## config.mk

```make
export PLATFORM = sky130hd
export DESIGN_NAME = pong_game_fsm
export DESIGN_NICKNAME = d
export VERILOG_FILES = /design/src/rtl/pong_game_fsm.sv
export SDC_FILE = /design/constraint.sdc
export NUM_CORES = 1
export LEC_CHECK = 0
export CAP_MARGIN = 20
export CELL_PAD_IN_SITES_DETAIL_PLACEMENT = 1
export CELL_PAD_IN_SITES_GLOBAL_PLACEMENT = 1
export CORE_UTILIZATION = 42
export DETAILED_ROUTE_END_ITERATION = 8
export DONT_BUFFER_PORTS = 1
export PLACE_DENSITY_LB_ADDON = 0.1
export SLEW_MARGIN = 20
export SYNTH_ARGS = -nofsm -noshare
export SYNTH_HDL_FRONTEND = slang
export SYNTH_SLANG_ARGS = --single-unit
```

## constraint.sdc

```tcl
create_clock -name i_clk -period 2.41 [get_ports i_clk]
set_input_delay 0.3615 -clock i_clk [delete_from_list [all_inputs] [get_ports i_clk]]
set_output_delay 0.3615 -clock i_clk [all_outputs]
set_load 0.1 [all_outputs]
```

## src/rtl/pong_game_fsm.sv

```systemverilog
// pong_game_fsm: game-level controller for pong.
//   Watches the ball grid position against both paddles, detects misses,
//   keeps the two scores and drives the game-active level that releases
//   the ball controller. The ball is held at the centre whenever
//   o_game_active is low.
// Ports:
//   i_clk, i_rst                 clock, asynchronous active-high reset
//   i_start                      serve/start button (level, debounced)
//   i_ball_x, i_ball_y           ball column/row (6-bit grid coordinates)
//   i_paddle_y_p1, i_paddle_y_p2 top row of left/right paddle
//   o_game_active                ball in play
//   o_p1_score, o_p2_score       player scores (saturate at 15)
//   o_point_p1, o_point_p2       one-cycle pulse when that player scores
//   o_game_over                  a player has reached c_score_limit
module pong_game_fsm #(
   parameter int unsigned c_game_width     = 40,
   parameter int unsigned c_game_height    = 30,
   parameter int unsigned c_paddle_height  = 6,
   parameter int unsigned c_score_limit    = 9,
   parameter int unsigned c_cleanup_cycles = 2
) (
   input  logic       i_clk,
   input  logic       i_rst,
   input  logic       i_start,
   input  logic [5:0] i_ball_x,
   input  logic [5:0] i_ball_y,
   input  logic [5:0] i_paddle_y_p1,
   input  logic [5:0] i_paddle_y_p2,
   output logic       o_game_active,
   output logic [3:0] o_p1_score,
   output logic [3:0] o_p2_score,
   output logic       o_point_p1,
   output logic       o_point_p2,
   output logic       o_game_over
);

   localparam int unsigned PosW   = 6;
   localparam int unsigned SpanW  = PosW + 1;
   localparam int unsigned ScoreW = 4;
   localparam int unsigned CntW   = (c_cleanup_cycles > 1) ? $clog2(c_cleanup_cycles) : 1;

   // Elaboration-time parameter sanity checks
   if (c_game_width < 1 || c_game_width > (1 << PosW)) begin : g_bad_width
      $error("pong_game_fsm: c_game_width out of range");
   end
   if (c_game_height < 1 || c_game_height > (1 << PosW)) begin : g_bad_height
      $error("pong_game_fsm: c_game_height out of range");
   end
   if (c_paddle_height < 1 || c_paddle_height > c_game_height) begin : g_bad_paddle
      $error("pong_game_fsm: c_paddle_height out of range");
   end
   if (c_score_limit < 1 || c_score_limit > 15) begin : g_bad_limit
      $error("pong_game_fsm: c_score_limit must be 1..15");
   end
   if (c_cleanup_cycles < 1) begin : g_bad_cleanup
      $error("pong_game_fsm: c_cleanup_cycles must be >= 1");
   end

   typedef enum logic [2:0] {
      ST_IDLE      = 3'd0,
      ST_RUNNING   = 3'd1,
      ST_P1_POINT  = 3'd2,
      ST_P2_POINT  = 3'd3,
      ST_CLEANUP   = 3'd4,
      ST_GAME_OVER = 3'd5
   } state_t;

   state_t              state_q, state_d;
   logic                start_q;
   logic [ScoreW-1:0]   p1_score_q, p1_score_d;
   logic [ScoreW-1:0]   p2_score_q, p2_score_d;
   logic [CntW-1:0]     cnt_q, cnt_d;
   logic                active_q, active_d;
   logic                point_p1_q, point_p1_d;
   logic                point_p2_q, point_p2_d;
   logic                game_over_q, game_over_d;

   logic                start_rise;
   logic                p1_miss;
   logic                p2_miss;
   logic [SpanW-1:0]    ball_y_ext;
   logic [SpanW-1:0]    p1_top, p1_bot;
   logic [SpanW-1:0]    p2_top, p2_bot;
   logic                limit_reached;

   // Button edge: holding i_start yields a single rise
   assign start_rise = i_start & ~start_q;

   // Paddle spans in 7 bits so top+height-1 never wraps
   assign ball_y_ext = SpanW'(i_ball_y);
   assign p1_top     = SpanW'(i_paddle_y_p1);
   assign p2_top     = SpanW'(i_paddle_y_p2);
   assign p1_bot     = p1_top + SpanW'(c_paddle_height - 1);
   assign p2_bot     = p2_top + SpanW'(c_paddle_height - 1);

   assign p1_miss = (i_ball_x == PosW'(0)) &&
                    ((ball_y_ext < p1_top) || (ball_y_ext > p1_bot));
   assign p2_miss = (i_ball_x == PosW'(c_game_width - 1)) &&
                    ((ball_y_ext < p2_top) || (ball_y_ext > p2_bot));

   assign limit_reached = (p1_score_q == ScoreW'(c_score_limit)) ||
                          (p2_score_q == ScoreW'(c_score_limit));

   // State and output registers
   always_ff @(posedge i_clk or posedge i_rst) begin
      if (i_rst) begin
         state_q     <= ST_IDLE;
         start_q     <= 1'b0;
         p1_score_q  <= '0;
         p2_score_q  <= '0;
         cnt_q       <= '0;
         active_q    <= 1'b0;
         point_p1_q  <= 1'b0;
         point_p2_q  <= 1'b0;
         game_over_q <= 1'b0;
      end else begin
         state_q     <= state_d;
         start_q     <= i_start;
         p1_score_q  <= p1_score_d;
         p2_score_q  <= p2_score_d;
         cnt_q       <= cnt_d;
         active_q    <= active_d;
         point_p1_q  <= point_p1_d;
         point_p2_q  <= point_p2_d;
         game_over_q <= game_over_d;
      end
   end

   // Next-state, score and output decode
   always_comb begin
      state_d    = state_q;
      p1_score_d = p1_score_q;
      p2_score_d = p2_score_q;
      cnt_d      = cnt_q;

      unique case (state_q)
         ST_IDLE: begin
            if (start_rise) begin
               state_d = ST_RUNNING;
            end
         end
         ST_RUNNING: begin
            // P1 miss checked first so it wins if both goal columns coincide
            if (p1_miss) begin
               state_d = ST_P2_POINT;
               if (p2_score_q != '1) begin
                  p2_score_d = p2_score_q + ScoreW'(1);
               end
            end else if (p2_miss) begin
               state_d = ST_P1_POINT;
               if (p1_score_q != '1) begin
                  p1_score_d = p1_score_q + ScoreW'(1);
               end
            end
         end
         ST_P1_POINT, ST_P2_POINT: begin
            state_d = ST_CLEANUP;
            cnt_d   = CntW'(c_cleanup_cycles - 1);
         end
         ST_CLEANUP: begin
            if (cnt_q == '0) begin
               state_d = limit_reached ? ST_GAME_OVER : ST_IDLE;
            end else begin
               cnt_d = cnt_q - CntW'(1);
            end
         end
         ST_GAME_OVER: begin
            if (start_rise) begin
               state_d    = ST_RUNNING;
               p1_score_d = '0;
               p2_score_d = '0;
            end
         end
         default: begin
            state_d = ST_IDLE;
         end
      endcase

      // Outputs are registered decodes of the next state
      active_d    = (state_d == ST_RUNNING);
      point_p1_d  = (state_d == ST_P1_POINT);
      point_p2_d  = (state_d == ST_P2_POINT);
      game_over_d = (state_d == ST_GAME_OVER);
   end

   assign o_game_active = active_q;
   assign o_p1_score    = p1_score_q;
   assign o_p2_score    = p2_score_q;
   assign o_point_p1    = point_p1_q;
   assign o_point_p2    = point_p2_q;
   assign o_game_over   = game_over_q;

endmodule
```

# Yosys cells after proc, flatten, opt, wreduce, memory -nomap -nowiden
# Cells that the tools add are included.
[classes] n_eq_ne=20 multipliers=0 n_mux=16 n_div=0 magnitude_cmp=4 n_addsub=5 reduce_logical=13 shifts=0 bitwise_logic=2
[ops] op="4-bit 2-to-1 mux" n=6
[ops] op="4-bit one-hot mux with 2 select lines" n=2
[ops] op="3-bit 2-to-1 mux" n=5
[ops] op="6-bit by 3-bit adder with 7-bit output, second input constant" n=2
[ops] op="6-bit by 7-bit greater-than comparator with 1-bit output" n=2
[ops] op="3-bit by 2-bit equality test with 1-bit output, second input constant" n=4
[ops] op="6-bit less-than comparator" n=2
[ops] op="2-bit inequality test, second input constant" n=6
[ops] op="3-bit one-hot mux with 4 select lines" n=1
[ops] op="3-bit equality test, second input constant" n=3
[ops] op="4-bit by 1-bit adder with 4-bit output, second input constant" n=2
[ops] op="4-bit equality test, second input constant" n=2
[ops] op="4-bit inequality test, second input constant" n=2
[ops] op="3-bit by 1-bit equality test with 1-bit output, second input constant" n=2
[ops] op="6-bit equality test, second input constant" n=1
[ops] op="6-bit logical NOT" n=1
[ops] op="5-bit AND reduction" n=1
[ops] op="4-bit AND reduction" n=1
[ops] op="2-bit nonzero test" n=2
[ops] op="2-bit OR reduction" n=2
[ops] op="3-bit logical NOT" n=1
[ops] op="1-bit logical OR" n=3
[ops] op="1-bit logical AND" n=2
[ops] op="1-bit one-hot mux with 2 select lines" n=1
[ops] op="4 further kinds" n=4
[word_totals] latchBits=0 input_bits=27 rom_bits=0 wordCells=69 ramBits=0 register_bits=17 memories=0

# Depth between registers and ports, before layout
[logic_depth] word_depth=8 ltp_mapped=10 depth_no_buf=10

# Worst setup path after synthesis
# OpenSTA, ideal clock, no wires.
[synth_path] path_type="input port to flip-flop" startpoint="input i_paddle_y_p1[0]" endpoint="register p1_score_q[3], in the netlist o_p1_score[3]" setup_time_ns=0.120 t_required_ns=2.290 t_arrival_ns=2.652 n_path_buf=0 path_slack_ns=-0.362 path_stages=10 cell_sequence="ha_1 -> o21ai_0 -> xnor2_1 -> ha_1 -> a21o_1 -> a21oi_1 -> a211oi_4 -> or3_2 -> or3_1 -> a31o_2"
[synth_via] elab_chain_cells=6
[synth_rtl] item="from (decl)" line="27" source="input logic [5:0] i_paddle_y_p1,"
[synth_rtl] item="6-bit by 3-bit adder with 7-bit output" line="93" source="assign p1_bot = p1_top + SpanW'(c_paddle_height - 1);"
[synth_rtl] item="6-bit by 7-bit greater-than comparator with 1-bit output" line="97" source="((ball_y_ext < p1_top) || (ball_y_ext > p1_bot));"
[synth_rtl] item="1-bit logical OR *" line="97"
[synth_rtl] item="1-bit logical AND *" line="96" source="assign p1_miss = (i_ball_x == PosW'(0)) &&"
[synth_rtl] item="2-bit inequality test (no line) *"
[synth_rtl] item="5-bit AND reduction (no line) *"
[synth_rtl] item="to (signal assigned)" line="119" source="p1_score_q <= p1_score_d;"
[synth_rtl] item="to (decl)" line="70" source="logic [ScoreW-1:0] p1_score_q, p1_score_d;"
# Mark *: on every way between the ends. The rest lies on a longest branch, timed or not.
# A chain may end at the register's enable or synchronous reset.

# Worst setup path in the final report
[layout_path] startpoint="input i_paddle_y_p2[0]" endpoint="register p1_score_q[3], in the netlist o_p1_score[3]"
[layout_via] elab_chain_cells=6
[layout_rtl] item="from (decl)" line="28" source="input logic [5:0] i_paddle_y_p2,"
[layout_rtl] item="6-bit by 3-bit adder with 7-bit output" line="94" source="assign p2_bot = p2_top + SpanW'(c_paddle_height - 1);"
[layout_rtl] item="6-bit by 7-bit greater-than comparator with 1-bit output" line="99" source="((ball_y_ext < p2_top) || (ball_y_ext > p2_bot));"
[layout_rtl] item="1-bit logical OR *" line="99"
[layout_rtl] item="1-bit logical AND *" line="98" source="assign p2_miss = (i_ball_x == PosW'(c_game_width - 1)) &&"
[layout_rtl] item="2-bit inequality test (no line) *"
[layout_rtl] item="5-bit AND reduction (no line) *"
# Marked as above.

==> flow_summary.json <==
{
  "status": "complete, no violations",
  "place_hpwl_mm": 3.56,
  "h-tree-depth": 1,
  "die_y_um": 64.1,
  "worst_setup_path_start_kind": "primary input",
  "postSynthNetCount": 238,
  "layout.nets": 263,
  "synthesis.area_um2": 1620,
  "drt-vias-per-instance": 5.69,
  "crit_arrival_ns": 2.46,
  "cts_buffers": 3,
  "cts_hold_buffers": 0,
  "grt_use_total": 0.221,
  "postSynthAreaPerCell_um2": 8.94,
  "post-synth-top-area-cell": "dfrtp_1",
  "netlist_top_cells_count": "30 x ha_1, 21 x inv_1, 17 x dfrtp_1, 13 x a21oi_1, 11 x o21ai_0",
  "die_area_um2": 4100,
  "cp_max_fo": 4,
  "synth_cell_type_count": 43,
  "synthSimpleGateAreaFrac": 0.191,
  "grt_pass1_vias": 1585,
  "endpoint_kind": "flip-flop",
  "max_freq_ghz": 0.430,
  "synth_top_family_by_area": "adder cells",
  "dp_cells": 248,
  "fill_cells": 441,
  "port_buffers": 0,
  "dr.pass1.iters": 4,
  "wl_per_cell_um": 16.9,
  "slowest_stage": "a221o_1",
  "report.final.slew_viol_count": 0,
  "period_share": 0.966,
  "crit_buf_inv": 0,
  "cp_top_family": "compound AO/OA/AOI/OAI gates",
  "n_antenna_cell": 0,
  "seqCellArea_um2": 425,
  "antenna_left": 0,
  "yosys_warnings": 0,
  "ios": 39,
  "min_period_ns": 2.33,
  "ys_seq_area_frac": 0.263,
  "clk_latency_ns": 0.25,
  "wl_mm": 4.27,
  "ys_top_cells_by_area": "dfrtp_1 26%, ha_1 23%, inv_1 4.9%, a21oi_1 4.0%, xnor2_1 3.8%",
  "drt_iter0_markers": 51,
  "critPathRequiredTime_ns": 2.55,
  "muxShareOfSynthArea": 0,
  "grt_max_degree": 18,
  "hold_viol": 0,
  "vias": 1440,
  "power_density_nw_per_um2": 750,
  "synth_edf_count": 0,
  "cts_buffer_depth": 2,
  "p_total_mw": 1.46,
  "holdWs_ns": 0.0757,
  "post-route-drc-count": 0,
  "fin_skew_ns": 0.00993,
  "leakagePower_nw": 0.922,
  "worst_pin_slew_ns": 0.872,
  "gp_congestion": 0.814,
  "ys.flop_type": "dfrtp_1",
  "final_cells": 253,
  "row_count": 22,
  "drive_gt1_frac": 0.205,
  "rsz0062_at_grt": "no",
  "synth-seq-cells": 17,
  "synth_compound_area_frac": 0.217,
  "synthAdderAreaFrac": 0.232,
  "synth.most_common_cell": "ha_1",
  "area_growth_pct": 20.1,
  "grt_antenna_before_repair": 0,
  "ys_async_sr_fraction": 1.00,
  "cts_root_buffer": "clkbuf_8",
  "die_w_um": 64.1,
  "critPathKind": "primary input to flip-flop",
  "clkSinkCount": 17,
  "fp.coreArea_um2": 3690,
  "clk_pin_slew_worst_paths_ns": 0.08,
  "multi_input_area_um2": 1180,
  "drv_cap": 0,
  "synth_xor_xnor_area_share": 0.0487,
  "hold_class": "primary input to asynchronous set/reset pin",
  "syn_inst": 181,
  "final-setup-viol-count": 0,
  "worst_path_largest_cell_delay_ns": 0.39,
  "cts_tree": "built",
  "synth.top_cell.area_share": 0.263,
  "grt-ovfl-total": 0,
  "grt_pass1_wl_mm": 7.13,
  "initial_core_util": 0.439,
  "slew_headroom": 0.419,
  "crit_chain": "ha_2, o21ai_2, xnor2_1, ha_1, and3_1, a221o_1, a32o_2, a32o_1, a31o_2",
  "peakVddDrop_mv": 0.597
}
==> layer usage <==
metal  up-vias  routed length (um)  part of all wire  global-route usage
li1        718                   -                 -                   -
met1       694                2050              0.48               0.285
met2        26                2090              0.49               0.392
met3         2                 113             0.026              0.0375
met4         0                  14            0.0033              0.0256
met5         -                   0                 0                   0
==> final cells by class <==
cell class	instances	share of cell area
Multi-Input combinational cell	143	0.607
Sequential cell	17	0.219
Timing Repair Buffer	20	0.0773
Inverter	21	0.0406
Tap cell	48	0.0309
Clock buffer	3	0.0212
Clock inverter	1	0.00386
==> power by group <==
part | switching (mW) | internal, mW
Combinational | 0.490 | 0.234
Clock | 0.103 | 0.116
Sequential | 0.166 | 0.348
Total | 0.759 | 0.698
==> cells by family after synthesis <==
| logic type | Yosys count |
|---|---|
| xor+xnor | 9 |
| simple gates | 54 |
| compound gates | 50 |
| fa+ha+maj | 30 |
| flops | 17 |
| buf+inv | 21 |
==> worst register-to-register path, stage by stage, from the launching register on <==
cell and delay, ns:
dfrtp_1 0.44, ha_1 0.26, nand3_1 0.11, nand2_1 0.08, or3_4 0.37, or3_1 0.31, a31o_2 0.25
==> repair_timing <==
action / CTS / global route
endpoints found under the setup margin: 0 / 8
setup buffers: 0 / 1
gates resized for setup: 0 / 10
==> path summary, 6_finish.rpt <==
kind / slack (ns) / end / startpoint / cells past startpoint
max in group asynchronous: 1.91 / o_p1_score[3] / i_rst / 1
worst max-delay path: 0.08 / o_p1_score[3] / i_paddle_y_p2[0] / 9
worst min register to register: 0.59 / o_p1_score[0] / o_p1_score[0] / 1
worst min-delay path: 0.08 / o_p2_score[1] / i_rst / 1
worst max register to register: 0.48 / o_p1_score[3] / o_p1_score[0] / 6
min in group i_clk: 0.13 / start_q / i_start / 0
==> per-stage QoR <==
step / utilization / setup TNS (ns) / cell area, um2 / setup slack [ns]
detailed placement: 0.500 / -1.54 / 1840 / -0.224
global route: 0.527 / 0 / 1940 / 0.0371
CTS: 0.513 / 0 / 1890 / 0.0316
floorplan: - / -0.00341 / 1640 / -0.00341
global placement: 0.500 / -0.455 / 1840 / -0.0775
finish: 0.527 / 0 / 1940 / 0.0827
==> placed cells by master (no fill, tap or decap), types with 3 or more instances in the layout <==
master,count
a21o_1,4
a21oi_1,10
a21oi_2,3
a31oi_1,3
buf_4,20
clkbuf_8,3
dfrtp_1,17
ha_1,28
inv_1,21
nand2_1,7
nand3_1,8
nand3b_1,4
nor2_1,7
nor2b_1,4
nor3_1,7
o21ai_0,8
o21ai_2,3
or3_1,3
xnor2_1,7
(Power assumes the default switching activity.)
